`config.mk`:
```
export PLATFORM = sky130hd
export DESIGN_NAME = pipe_ctrl_unit
export DESIGN_NICKNAME = d
export VERILOG_FILES = /design/src/rtl/ctrl_pkg.sv /design/src/rtl/ctrl_decode.sv /design/src/rtl/pipe_ctrl_unit.sv
export SDC_FILE = /design/constraint.sdc
export NUM_CORES = 1
export LEC_CHECK = 0
export ABC_AREA = 1
export CAP_MARGIN = 20
export CELL_PAD_IN_SITES_DETAIL_PLACEMENT = 1
export CELL_PAD_IN_SITES_GLOBAL_PLACEMENT = 1
export CORE_MARGIN = 5
export CORE_UTILIZATION = 34
export CTS_BUF_LIST = sky130_fd_sc_hd__clkbuf_4 sky130_fd_sc_hd__clkbuf_8
export CTS_CLUSTER_DIAMETER = 200
export DETAILED_ROUTE_END_ITERATION = 10
export PLACE_DENSITY_LB_ADDON = 0.15
export SETUP_SLACK_MARGIN = 0.1
export SKIP_CTS_REPAIR_TIMING = 1
export SLEW_MARGIN = 20
export SYNTH_ARGS = -nofsm -noshare
export SYNTH_HDL_FRONTEND = slang
export SYNTH_HIERARCHICAL = 1
export SYNTH_SLANG_ARGS = --single-unit
```
`constraint.sdc`:
```
create_clock -name clk -period 1.5 [get_ports clk]
set_clock_uncertainty 0.2 [all_clocks]
set_input_delay 0.15 -clock clk [delete_from_list [all_inputs] [get_ports clk]]
set_output_delay 0.15 -clock clk [all_outputs]
set_load 0.03 [all_outputs]
```
`src/rtl/ctrl_pkg.sv`:
```
// Shared definitions for the pipeline main control: opcode/func encodings,
// ALU operation and operand-source codes, destination select, the decoded
// control bundle carried down the pipe, and the all-zero BUBBLE bundle.
package ctrl_pkg;

  // Opcode field values (instr[31:26]) understood by the decoder
  localparam logic [5:0] OP_RTYPE = 6'd0;
  localparam logic [5:0] OP_J     = 6'd2;
  localparam logic [5:0] OP_JAL   = 6'd3;
  localparam logic [5:0] OP_BEQ   = 6'd4;
  localparam logic [5:0] OP_BNE   = 6'd5;
  localparam logic [5:0] OP_ADDI  = 6'd8;
  localparam logic [5:0] OP_ADDIU = 6'd9;
  localparam logic [5:0] OP_ANDI  = 6'd12;
  localparam logic [5:0] OP_ORI   = 6'd13;
  localparam logic [5:0] OP_XORI  = 6'd14;
  localparam logic [5:0] OP_LW    = 6'd35;
  localparam logic [5:0] OP_SW    = 6'd43;
  localparam logic [5:0] OP_STOP  = 6'd63;

  // Function field values (instr[5:0]) for R-type instructions
  localparam logic [5:0] FN_SLL  = 6'd0;
  localparam logic [5:0] FN_SRL  = 6'd2;
  localparam logic [5:0] FN_SRA  = 6'd3;
  localparam logic [5:0] FN_SLLV = 6'd4;
  localparam logic [5:0] FN_SRLV = 6'd6;
  localparam logic [5:0] FN_SRAV = 6'd7;
  localparam logic [5:0] FN_JR   = 6'd8;
  localparam logic [5:0] FN_ADD  = 6'd32;
  localparam logic [5:0] FN_ADDU = 6'd33;
  localparam logic [5:0] FN_SUB  = 6'd34;
  localparam logic [5:0] FN_SUBU = 6'd35;
  localparam logic [5:0] FN_AND  = 6'd36;
  localparam logic [5:0] FN_OR   = 6'd37;
  localparam logic [5:0] FN_XOR  = 6'd38;
  localparam logic [5:0] FN_NOR  = 6'd39;
  localparam logic [5:0] FN_SLT  = 6'd42;

  // Native widths of the bundle fields; wider ports are zero-extended
  localparam int ALU_CTRL_MIN_W = 4;
  localparam int ALU_SRC_MIN_W  = 3;

  typedef enum logic [3:0] {
    ALU_ADD = 4'd0,
    ALU_SUB = 4'd1,
    ALU_AND = 4'd2,
    ALU_OR  = 4'd3,
    ALU_XOR = 4'd4,
    ALU_NOR = 4'd5,
    ALU_SLT = 4'd6,
    ALU_SLL = 4'd7,
    ALU_SRL = 4'd8,
    ALU_SRA = 4'd9
  } alu_op_e;

  typedef enum logic [2:0] {
    SRC_RT       = 3'd0,
    SRC_ZEXT_IMM = 3'd1,
    SRC_SEXT_IMM = 3'd2,
    SRC_RS_SHAMT = 3'd3,
    SRC_SHAMT    = 3'd4
  } alu_src_e;

  typedef enum logic [1:0] {
    DST_RT = 2'd0,
    DST_RD = 2'd1,
    DST_RA = 2'd2
  } reg_dst_e;

  typedef enum logic [1:0] {
    ST_RUN    = 2'd0,
    ST_DRAIN  = 2'd1,
    ST_HALTED = 2'd2
  } fsm_state_e;

  // Full decoded control, as held in the EX stage register
  typedef struct packed {
    alu_op_e  alu_ctrl;
    alu_src_e alu_src;
    reg_dst_e reg_dst;
    logic     beq;
    logic     bne;
    logic     jump;
    logic     jr;
    logic     mem_write;
    logic     mem2reg;
    logic     reg_write;
    logic     link;
  } ctrl_bundle_t;

  // Only the fields still needed downstream travel past EX
  typedef struct packed {
    logic mem_write;
    logic mem2reg;
    logic reg_write;
    logic link;
  } mem_ctrl_t;

  typedef struct packed {
    logic reg_write;
    logic mem2reg;
    logic link;
  } wb_ctrl_t;

  localparam ctrl_bundle_t BUBBLE = '0;

endpackage

```
`src/rtl/ctrl_decode.sv`:
```
// Combinational instruction decoder: opcode/func to control bundle, plus
// illegal-encoding and STOP detection. STOP decodes to a bubble bundle.
module ctrl_decode
  import ctrl_pkg::*;
(
  input  logic [5:0]   opcode_i,
  input  logic [5:0]   func_i,
  output ctrl_bundle_t ctrl_o,
  output logic         illegal_o,
  output logic         is_stop_o
);

  // Decode table; unknown encodings leave the bundle at BUBBLE and flag illegal
  always_comb begin
    ctrl_o    = BUBBLE;
    illegal_o = 1'b0;
    is_stop_o = 1'b0;
    unique case (opcode_i)
      OP_RTYPE: begin
        ctrl_o.reg_write = 1'b1;
        ctrl_o.reg_dst   = DST_RD;
        unique case (func_i)
          FN_ADD, FN_ADDU: ctrl_o.alu_ctrl = ALU_ADD;
          FN_SUB, FN_SUBU: ctrl_o.alu_ctrl = ALU_SUB;
          FN_AND:          ctrl_o.alu_ctrl = ALU_AND;
          FN_OR:           ctrl_o.alu_ctrl = ALU_OR;
          FN_XOR:          ctrl_o.alu_ctrl = ALU_XOR;
          FN_NOR:          ctrl_o.alu_ctrl = ALU_NOR;
          FN_SLT:          ctrl_o.alu_ctrl = ALU_SLT;
          FN_SLL: begin
            ctrl_o.alu_ctrl = ALU_SLL;
            ctrl_o.alu_src  = SRC_SHAMT;
          end
          FN_SRL: begin
            ctrl_o.alu_ctrl = ALU_SRL;
            ctrl_o.alu_src  = SRC_SHAMT;
          end
          FN_SRA: begin
            ctrl_o.alu_ctrl = ALU_SRA;
            ctrl_o.alu_src  = SRC_SHAMT;
          end
          FN_SLLV: begin
            ctrl_o.alu_ctrl = ALU_SLL;
            ctrl_o.alu_src  = SRC_RS_SHAMT;
          end
          FN_SRLV: begin
            ctrl_o.alu_ctrl = ALU_SRL;
            ctrl_o.alu_src  = SRC_RS_SHAMT;
          end
          FN_SRAV: begin
            ctrl_o.alu_ctrl = ALU_SRA;
            ctrl_o.alu_src  = SRC_RS_SHAMT;
          end
          FN_JR: begin
            ctrl_o    = BUBBLE;
            ctrl_o.jr = 1'b1;
          end
          default: begin
            ctrl_o    = BUBBLE;
            illegal_o = 1'b1;
          end
        endcase
      end
      OP_J: ctrl_o.jump = 1'b1;
      OP_JAL: begin
        ctrl_o.jump      = 1'b1;
        ctrl_o.reg_write = 1'b1;
        ctrl_o.reg_dst   = DST_RA;
        ctrl_o.link      = 1'b1;
      end
      OP_BEQ: begin
        ctrl_o.alu_ctrl = ALU_SUB;
        ctrl_o.beq      = 1'b1;
      end
      OP_BNE: begin
        ctrl_o.alu_ctrl = ALU_SUB;
        ctrl_o.bne      = 1'b1;
      end
      OP_ADDI, OP_ADDIU: begin
        ctrl_o.alu_src   = SRC_SEXT_IMM;
        ctrl_o.reg_write = 1'b1;
      end
      OP_ANDI: begin
        ctrl_o.alu_ctrl  = ALU_AND;
        ctrl_o.alu_src   = SRC_ZEXT_IMM;
        ctrl_o.reg_write = 1'b1;
      end
      OP_ORI: begin
        ctrl_o.alu_ctrl  = ALU_OR;
        ctrl_o.alu_src   = SRC_ZEXT_IMM;
        ctrl_o.reg_write = 1'b1;
      end
      OP_XORI: begin
        ctrl_o.alu_ctrl  = ALU_XOR;
        ctrl_o.alu_src   = SRC_ZEXT_IMM;
        ctrl_o.reg_write = 1'b1;
      end
      OP_LW: begin
        ctrl_o.alu_src   = SRC_SEXT_IMM;
        ctrl_o.mem2reg   = 1'b1;
        ctrl_o.reg_write = 1'b1;
      end
      OP_SW: begin
        ctrl_o.alu_src   = SRC_SEXT_IMM;
        ctrl_o.mem_write = 1'b1;
      end
      OP_STOP: is_stop_o = 1'b1;
      default: illegal_o = 1'b1;
    endcase
  end

endmodule

```
`src/rtl/pipe_ctrl_unit.sv`:
```
// Main pipeline control: decoder, EX/MEM/WB control registers, bubble
// insertion, illegal pulse and the STOP drain-and-halt FSM.
// Optional macro PIPE_CTRL_PERF_EN adds saturating retired/bubble counters.
module pipe_ctrl_unit
  import ctrl_pkg::*;
#(
  parameter int ALU_CTRL_W = 4,
  parameter int ALU_SRC_W  = 3,
  parameter int DRAIN_CYC  = 3
`ifdef PIPE_CTRL_PERF_EN
  , parameter int CNT_W    = 32
`endif
)(
  input  logic                  clk,
  input  logic                  rst_n,
  input  logic                  instr_valid,
  input  logic [5:0]            opcode,
  input  logic [5:0]            func,
  input  logic                  stall,
  input  logic                  flush,
  output logic                  fetch_en,
  output logic                  halted,
  output logic                  illegal,
  output logic [ALU_CTRL_W-1:0] ex_alu_ctrl,
  output logic [ALU_SRC_W-1:0]  ex_alu_src,
  output logic [1:0]            ex_reg_dst,
  output logic                  ex_beq,
  output logic                  ex_bne,
  output logic                  ex_jump,
  output logic                  ex_jr,
  output logic                  mem_mem_write,
  output logic                  mem_mem2reg,
  output logic                  wb_reg_write,
  output logic                  wb_mem2reg,
  output logic                  wb_link
`ifdef PIPE_CTRL_PERF_EN
  , output logic [CNT_W-1:0]    retired_cnt,
  output logic [CNT_W-1:0]      bubble_cnt
`endif
);

  localparam int DRAIN_W = (DRAIN_CYC < 2) ? 1 : $clog2(DRAIN_CYC);
  localparam logic [DRAIN_W-1:0] DRAIN_LAST = DRAIN_W'(DRAIN_CYC - 1);

  ctrl_bundle_t        dec_ctrl;
  logic                dec_illegal;
  logic                dec_stop;
  logic                id_ok;
  logic                capture;
  logic                stop_take;

  ctrl_bundle_t        ex_q;
  mem_ctrl_t           mem_q;
  wb_ctrl_t            wb_q;
  logic                illegal_q;
  fsm_state_e          state_q, state_d;
  logic [DRAIN_W-1:0]  drain_cnt_q, drain_cnt_d;

  ctrl_decode u_decode (
    .opcode_i  (opcode),
    .func_i    (func),
    .ctrl_o    (dec_ctrl),
    .illegal_o (dec_illegal),
    .is_stop_o (dec_stop)
  );

  // An ID instruction is acted on only when valid, not held or squashed, and running
  assign id_ok     = instr_valid && !stall && !flush && (state_q == ST_RUN);
  assign capture   = id_ok && !dec_illegal && !dec_stop;
  assign stop_take = id_ok && dec_stop;

  // Stage registers: EX takes the decode or a bubble, MEM/WB always advance
  always_ff @(posedge clk or negedge rst_n) begin
    if (!rst_n) begin
      ex_q      <= BUBBLE;
      mem_q     <= '0;
      wb_q      <= '0;
      illegal_q <= 1'b0;
    end else begin
      ex_q            <= capture ? dec_ctrl : BUBBLE;
      mem_q.mem_write <= ex_q.mem_write;
      mem_q.mem2reg   <= ex_q.mem2reg;
      mem_q.reg_write <= ex_q.reg_write;
      mem_q.link      <= ex_q.link;
      wb_q.reg_write  <= mem_q.reg_write;
      wb_q.mem2reg    <= mem_q.mem2reg;
      wb_q.link       <= mem_q.link;
      illegal_q       <= id_ok && dec_illegal;
    end
  end

  // FSM state and drain counter registers
  always_ff @(posedge clk or negedge rst_n) begin
    if (!rst_n) begin
      state_q     <= ST_RUN;
      drain_cnt_q <= '0;
    end else begin
      state_q     <= state_d;
      drain_cnt_q <= drain_cnt_d;
    end
  end

  // Next state: RUN -> DRAIN on an accepted STOP, DRAIN -> HALTED after DRAIN_CYC edges
  always_comb begin
    state_d     = state_q;
    drain_cnt_d = drain_cnt_q;
    unique case (state_q)
      ST_RUN: begin
        if (stop_take) begin
          state_d     = ST_DRAIN;
          drain_cnt_d = '0;
        end
      end
      ST_DRAIN: begin
        if (drain_cnt_q == DRAIN_LAST) begin
          state_d = ST_HALTED;
        end else begin
          drain_cnt_d = drain_cnt_q + DRAIN_W'(1);
        end
      end
      ST_HALTED: state_d = ST_HALTED;
      default:   state_d = ST_RUN;
    endcase
  end

  assign fetch_en      = (state_q == ST_RUN);
  assign halted        = (state_q == ST_HALTED);
  assign illegal       = illegal_q;
  assign ex_alu_ctrl   = ALU_CTRL_W'(ex_q.alu_ctrl);
  assign ex_alu_src    = ALU_SRC_W'(ex_q.alu_src);
  assign ex_reg_dst    = ex_q.reg_dst;
  assign ex_beq        = ex_q.beq;
  assign ex_bne        = ex_q.bne;
  assign ex_jump       = ex_q.jump;
  assign ex_jr         = ex_q.jr;
  assign mem_mem_write = mem_q.mem_write;
  assign mem_mem2reg   = mem_q.mem2reg;
  assign wb_reg_write  = wb_q.reg_write;
  assign wb_mem2reg    = wb_q.mem2reg;
  assign wb_link       = wb_q.link;

`ifdef PIPE_CTRL_PERF_EN
  logic             mem_live_q;
  logic             wb_live_q;
  logic [CNT_W-1:0] retired_q;
  logic [CNT_W-1:0] bubble_q;

  // Saturating counters; live bits follow each real instruction to WB
  always_ff @(posedge clk or negedge rst_n) begin
    if (!rst_n) begin
      mem_live_q <= 1'b0;
      wb_live_q  <= 1'b0;
      retired_q  <= '0;
      bubble_q   <= '0;
    end else begin
      mem_live_q <= (ex_q != BUBBLE);
      wb_live_q  <= mem_live_q;
      if ((state_q != ST_HALTED) && wb_live_q && (retired_q != '1)) begin
        retired_q <= retired_q + CNT_W'(1);
      end
      if ((state_q == ST_RUN) && !capture && (bubble_q != '1)) begin
        bubble_q <= bubble_q + CNT_W'(1);
      end
    end
  end

  assign retired_cnt = retired_q;
  assign bubble_cnt  = bubble_q;
`endif

endmodule

```
==> flow_results.org <==
** Setup path
- Together, buffers and inverters on the worst path number 3.
- STA classifies the critical path startpoint as a flip-flop.
- At the worst endpoint, the arrival time is around 1.6 ns.
- The slowest stage of the critical path is the sky130_fd_sc_hd__dfrtp_1 cell.
- Data required time of the critical path :: 1.51 ns
- Along the worst path, the maximum fanout reaches 8.
- Delay-heaviest family, CP :: simple AND/OR/NAND/NOR gates
- CP endpoint kind :: flip-flop
- Cells along the critical path :: inv_2 > ha_4 > nand2_2 > inv_2 > nand2_4 > nor2_4 > buf_6 > nand2_8 > nor2_4
- CP max stage delay :: 0.40 ns
- The critical path is of the reg2reg type.

** Timing
- Setup repair after global routing could not meet its margin everywhere.
- Timing would allow up to 621.4 MHz.
- The number of pins exceeding their max-slew limit in the final report was 0.
- Slew Limit Headroom :: 0.7390
- The hold violation count in the final report is 0.
- Adding up every negative setup slack in the final design gives -1.707 ns.
- Post-route fraction of the period consumed by the critical path :: 1.073
- Final min period :: around 1.6 ns
- Setup violations, final :: 23
- At the pin with the least slew margin, the transition time is a little under 0.4 ns.
- In the post-route analysis, the smallest setup slack over all paths is -0.1092 ns.
- Final hold slack :: 0.04731 ns

** Clock network
- Clock-pin slew was measured on the worst setup and hold paths at approximately 0.070 ns.
- Clock latency on the worst-skew pair, taken at its later pin, is about 0.28 ns.
- Clock buffer depth :: 2
- TritonCTS built the clock tree.
- Clock tree sinks :: 29
- TritonCTS Buffers :: 5
- The tree is rooted in a sky130_fd_sc_hd__clkbuf_8.
- In this run the number of H-tree levels came out at 2.

** Finish
- The top cell types in the final layout, fill and taps aside, are sky130_fd_sc_hd__buf_4 (43), sky130_fd_sc_hd__nand2_1 (35), sky130_fd_sc_hd__inv_1 (31), sky130_fd_sc_hd__dfrtp_1 (29), sky130_fd_sc_hd__dlymetal6s2s_1 (26).
- For this run, the share of the core covered by cells in the final layout is 0.6141.
- The layout has approximately 570 filler cells.
- Relative to the synthesized area, the layout overhead comes to 72.09%.
- Once layout is complete, the cells apart from fillers number 378.
- Of the cells placed in the final design, the portion with a size suffix greater than 1 is 0.4695.
- The final layout contains about 330 nets.
- Leading cell type in the layout, fill and taps excluded :: sky130_fd_sc_hd__buf_4
- Count of inserted antenna diode cells :: 0

** Run status
- Violated checks :: negative setup slack
- Run status :: finished, violations left

** Pwr
- The design draws 2953 µW.
- Areal power density over the cells :: 1005 mW/mm²
- The worst-case IR drop observed on VDD is around 0.53 mV.
- Leakage power :: approximately 0.0018 µW

** Die
- Starting density of the core :: 0.3569
- Core box area :: 0.004786 mm²
- Placement row count :: 25
- The die is slightly above 80 µm wide.
- Overall die area :: between 0.006 and 0.007 mm²
- Measured along the y axis, the die boundary spans 80.88 µm.
- Number of top-level pins :: 38

** Drt
- In this run, the number of DRC markers left after iteration 0 of detailed routing was 40.
- Number of design rule violations left after detail routing :: 0
- For this block, the via count after detailed routing is approximately 1,700.
- The first TritonRoute pass finished after 4 iterations.
- Detailed-route wire length per cell :: approximately 14 µm
- The detail route stage leaves a number of antenna-violating nets equal to 0.
- Routed via count divided by cell count :: between 4 and 5
- For this block, the routed nets add up to roughly 5200 µm of wire.

** Logic synthesis
- A synthesized cell averages about 7.8 µm².
- By area, the combinational part of the netlist is dominated by simple AND/OR/NAND/NOR gates.
- Area share of the largest cell type after synthesis :: 0.4249
- Xor and xnor fraction of the mapped netlist area :: 0
- In the synthesized netlist the dominant register cell turns out to be sky130_fd_sc_hd__dfrtp_1.
- Of the synthesized area, sequential elements account for 0.4249.
- Yosys reg bits :: 29
- Of the total synthesized cell area, the portion taken by full adders, half adders and majority gates is 0.03663.
- Of the total synthesized cell area, the portion taken by AND, OR, NAND and NOR gates is 0.3744.
- After synthesis, the cell types taking the most area are sky130_fd_sc_hd__dfrtp_1 (42%), sky130_fd_sc_hd__nand2_1 (11%), sky130_fd_sc_hd__inv_1 (8.6%), sky130_fd_sc_hd__nor2_4 (5.9%), sky130_fd_sc_hd__nor2_1 (5.7%).
- Fraction of the mapped netlist area in compound gates :: 0.01612
- Multiplexer fraction of the synthesized cell area :: 0
- The synthesized design spends more area on one cell type than any other, namely sky130_fd_sc_hd__dfrtp_1.
- Synth cell types :: 21
- The synthesized netlist occupies a cell area of roughly 0.0017 mm².
- For this run, asynchronously set or reset flops after synthesis account for 1.000.
- The number of nets handed over by synthesis was 241.
- Synthesis produced 219 cells.
- During synthesis, Yosys emitted a total of 6 warnings.
- Number of flops mapped to enable cells by yosys :: 0

** Global routing
- Number of global-route vias before repair :: ~1,700
- Total routing resource utilization after global routing :: 0.1485
- The total overflow left after global routing is 0.
- The first global-routing pass estimated between 7000 and 8000 µm of wire.
- Entering global routing, the biggest net connects 30 pins.
- Number of antenna violations at the first check in global routing :: 0

** Min path
- The tightest min-delay check is of the in2async type.

** Flow run
- Count of maximum capacitance violations :: 0

** Placement
- The wire-length estimate of the detail-placed layout is roughly 3400 µm.
- Number of buffer cells added on primary ports :: 37
- Routability-driven placement finished with a final weighted congestion of between 0.8 and 0.9.
- Placed instance count :: around 350
## where the power goes
| group | total, µW | leakage [µW] | switching (µW) | internal (µW) |
|---|---|---|---|---|
| Sequential | 876 | 0.000401 | 41.9 | 834 |
| Combinational | 1440 | 0.00136 | 725 | 713 |
| Clock | 639 | 0.0000484 | 301 | 339 |
| Total | 2950 | 0.00181 | 1070 | 1890 |
## synth_stat cells (2+ instances only)
| cell | instances |
|---|---|
| sky130_fd_sc_hd__nor2_1 | 26 |
| sky130_fd_sc_hd__or2_1 | 2 |
| sky130_fd_sc_hd__nor2_2 | 12 |
| sky130_fd_sc_hd__nand4_1 | 3 |
| sky130_fd_sc_hd__inv_1 | 39 |
| sky130_fd_sc_hd__o21ai_1 | 2 |
| sky130_fd_sc_hd__a21oi_1 | 2 |
| sky130_fd_sc_hd__nand2_2 | 4 |
| sky130_fd_sc_hd__ha_1 | 5 |
| sky130_fd_sc_hd__nand2_4 | 2 |
| sky130_fd_sc_hd__nand2_1 | 48 |
| sky130_fd_sc_hd__nor2_4 | 9 |
| sky130_fd_sc_hd__inv_2 | 5 |
| sky130_fd_sc_hd__dfrtp_1 | 29 |
| sky130_fd_sc_hd__nand3_1 | 17 |
| sky130_fd_sc_hd__buf_4 | 9 |
## path summary, 6_finish.rpt
kind | start | endpoint | cells after the start | slack, ns
max reg2reg | state_q[1] | ex_beq | 9 | -0.11
max in group asynchronous | rst_n | wb_link | 2 | 0.88
min in group clk | opcode[3] | ex_bne | 4 | 0.06
max | state_q[1] | ex_beq | 9 | -0.11
min | rst_n | state_q[0] | 2 | 0.05
min reg2reg | ex_q[0] | mem_q[0] | 0 | 0.15
## logic make-up after synthesis
kind of cell	after synthesis
buf+inv	54
flops	29
fa+ha+maj	5
compound gates	5
simple gates	126
## stage by stage
step | area, µm² | setup slack [ns]
after global placement | 2405 | -0.5098
final | 2939 | -0.1092
after detailed placement | 2405 | -0.5858
after global routing | 2939 | -0.1663
after floorplan | 1723 | -0.004827
after CTS | 2491 | -0.3266
## registers in the layout, summed over array words and instances (netlist names), 2 cells and up
| register | cells |
|---|---|
| mem_q | 2 |
| drain_cnt_q | 2 |
| ex_alu_ctrl | 4 |
| ex_reg_dst | 2 |
| state_q | 2 |
| ex_alu_src | 3 |
| ex_q | 4 |
## layout make-up
type | count | area, µm² | share of cell area
clock inverter | 2 | 10.01 | 0.003406
clock buffer | 6 | 76.32 | 0.02597
multi-input combinational | 138 | 982.2 | 0.3342
sequential | 29 | 725.7 | 0.2469
timing repair buffer | 92 | 890.9 | 0.3031
tap | 67 | 83.83 | 0.02852
inverter | 44 | 170.2 | 0.05790
## worst register-to-register path: stages (launching register included)
cell and delay (ns):
sky130_fd_sc_hd__dfrtp_1 0.40, sky130_fd_sc_hd__inv_2 0.12, sky130_fd_sc_hd__ha_4 0.16, sky130_fd_sc_hd__nand2_2 0.05, sky130_fd_sc_hd__inv_2 0.08, sky130_fd_sc_hd__nand2_4 0.07, sky130_fd_sc_hd__nor2_4 0.13, sky130_fd_sc_hd__buf_6 0.12
sky130_fd_sc_hd__nand2_8 0.11, sky130_fd_sc_hd__nor2_4 0.10
## layer usage
metal,vias up,global-route usage,wire length [µm]
met5,-,0,0
met4,0,0.05743,67
met3,9,0.03548,183
met2,37,0.2471,2716
met1,811,0.1853,2189
li1,828,-,-
Power figures use the tool's default switching activity.
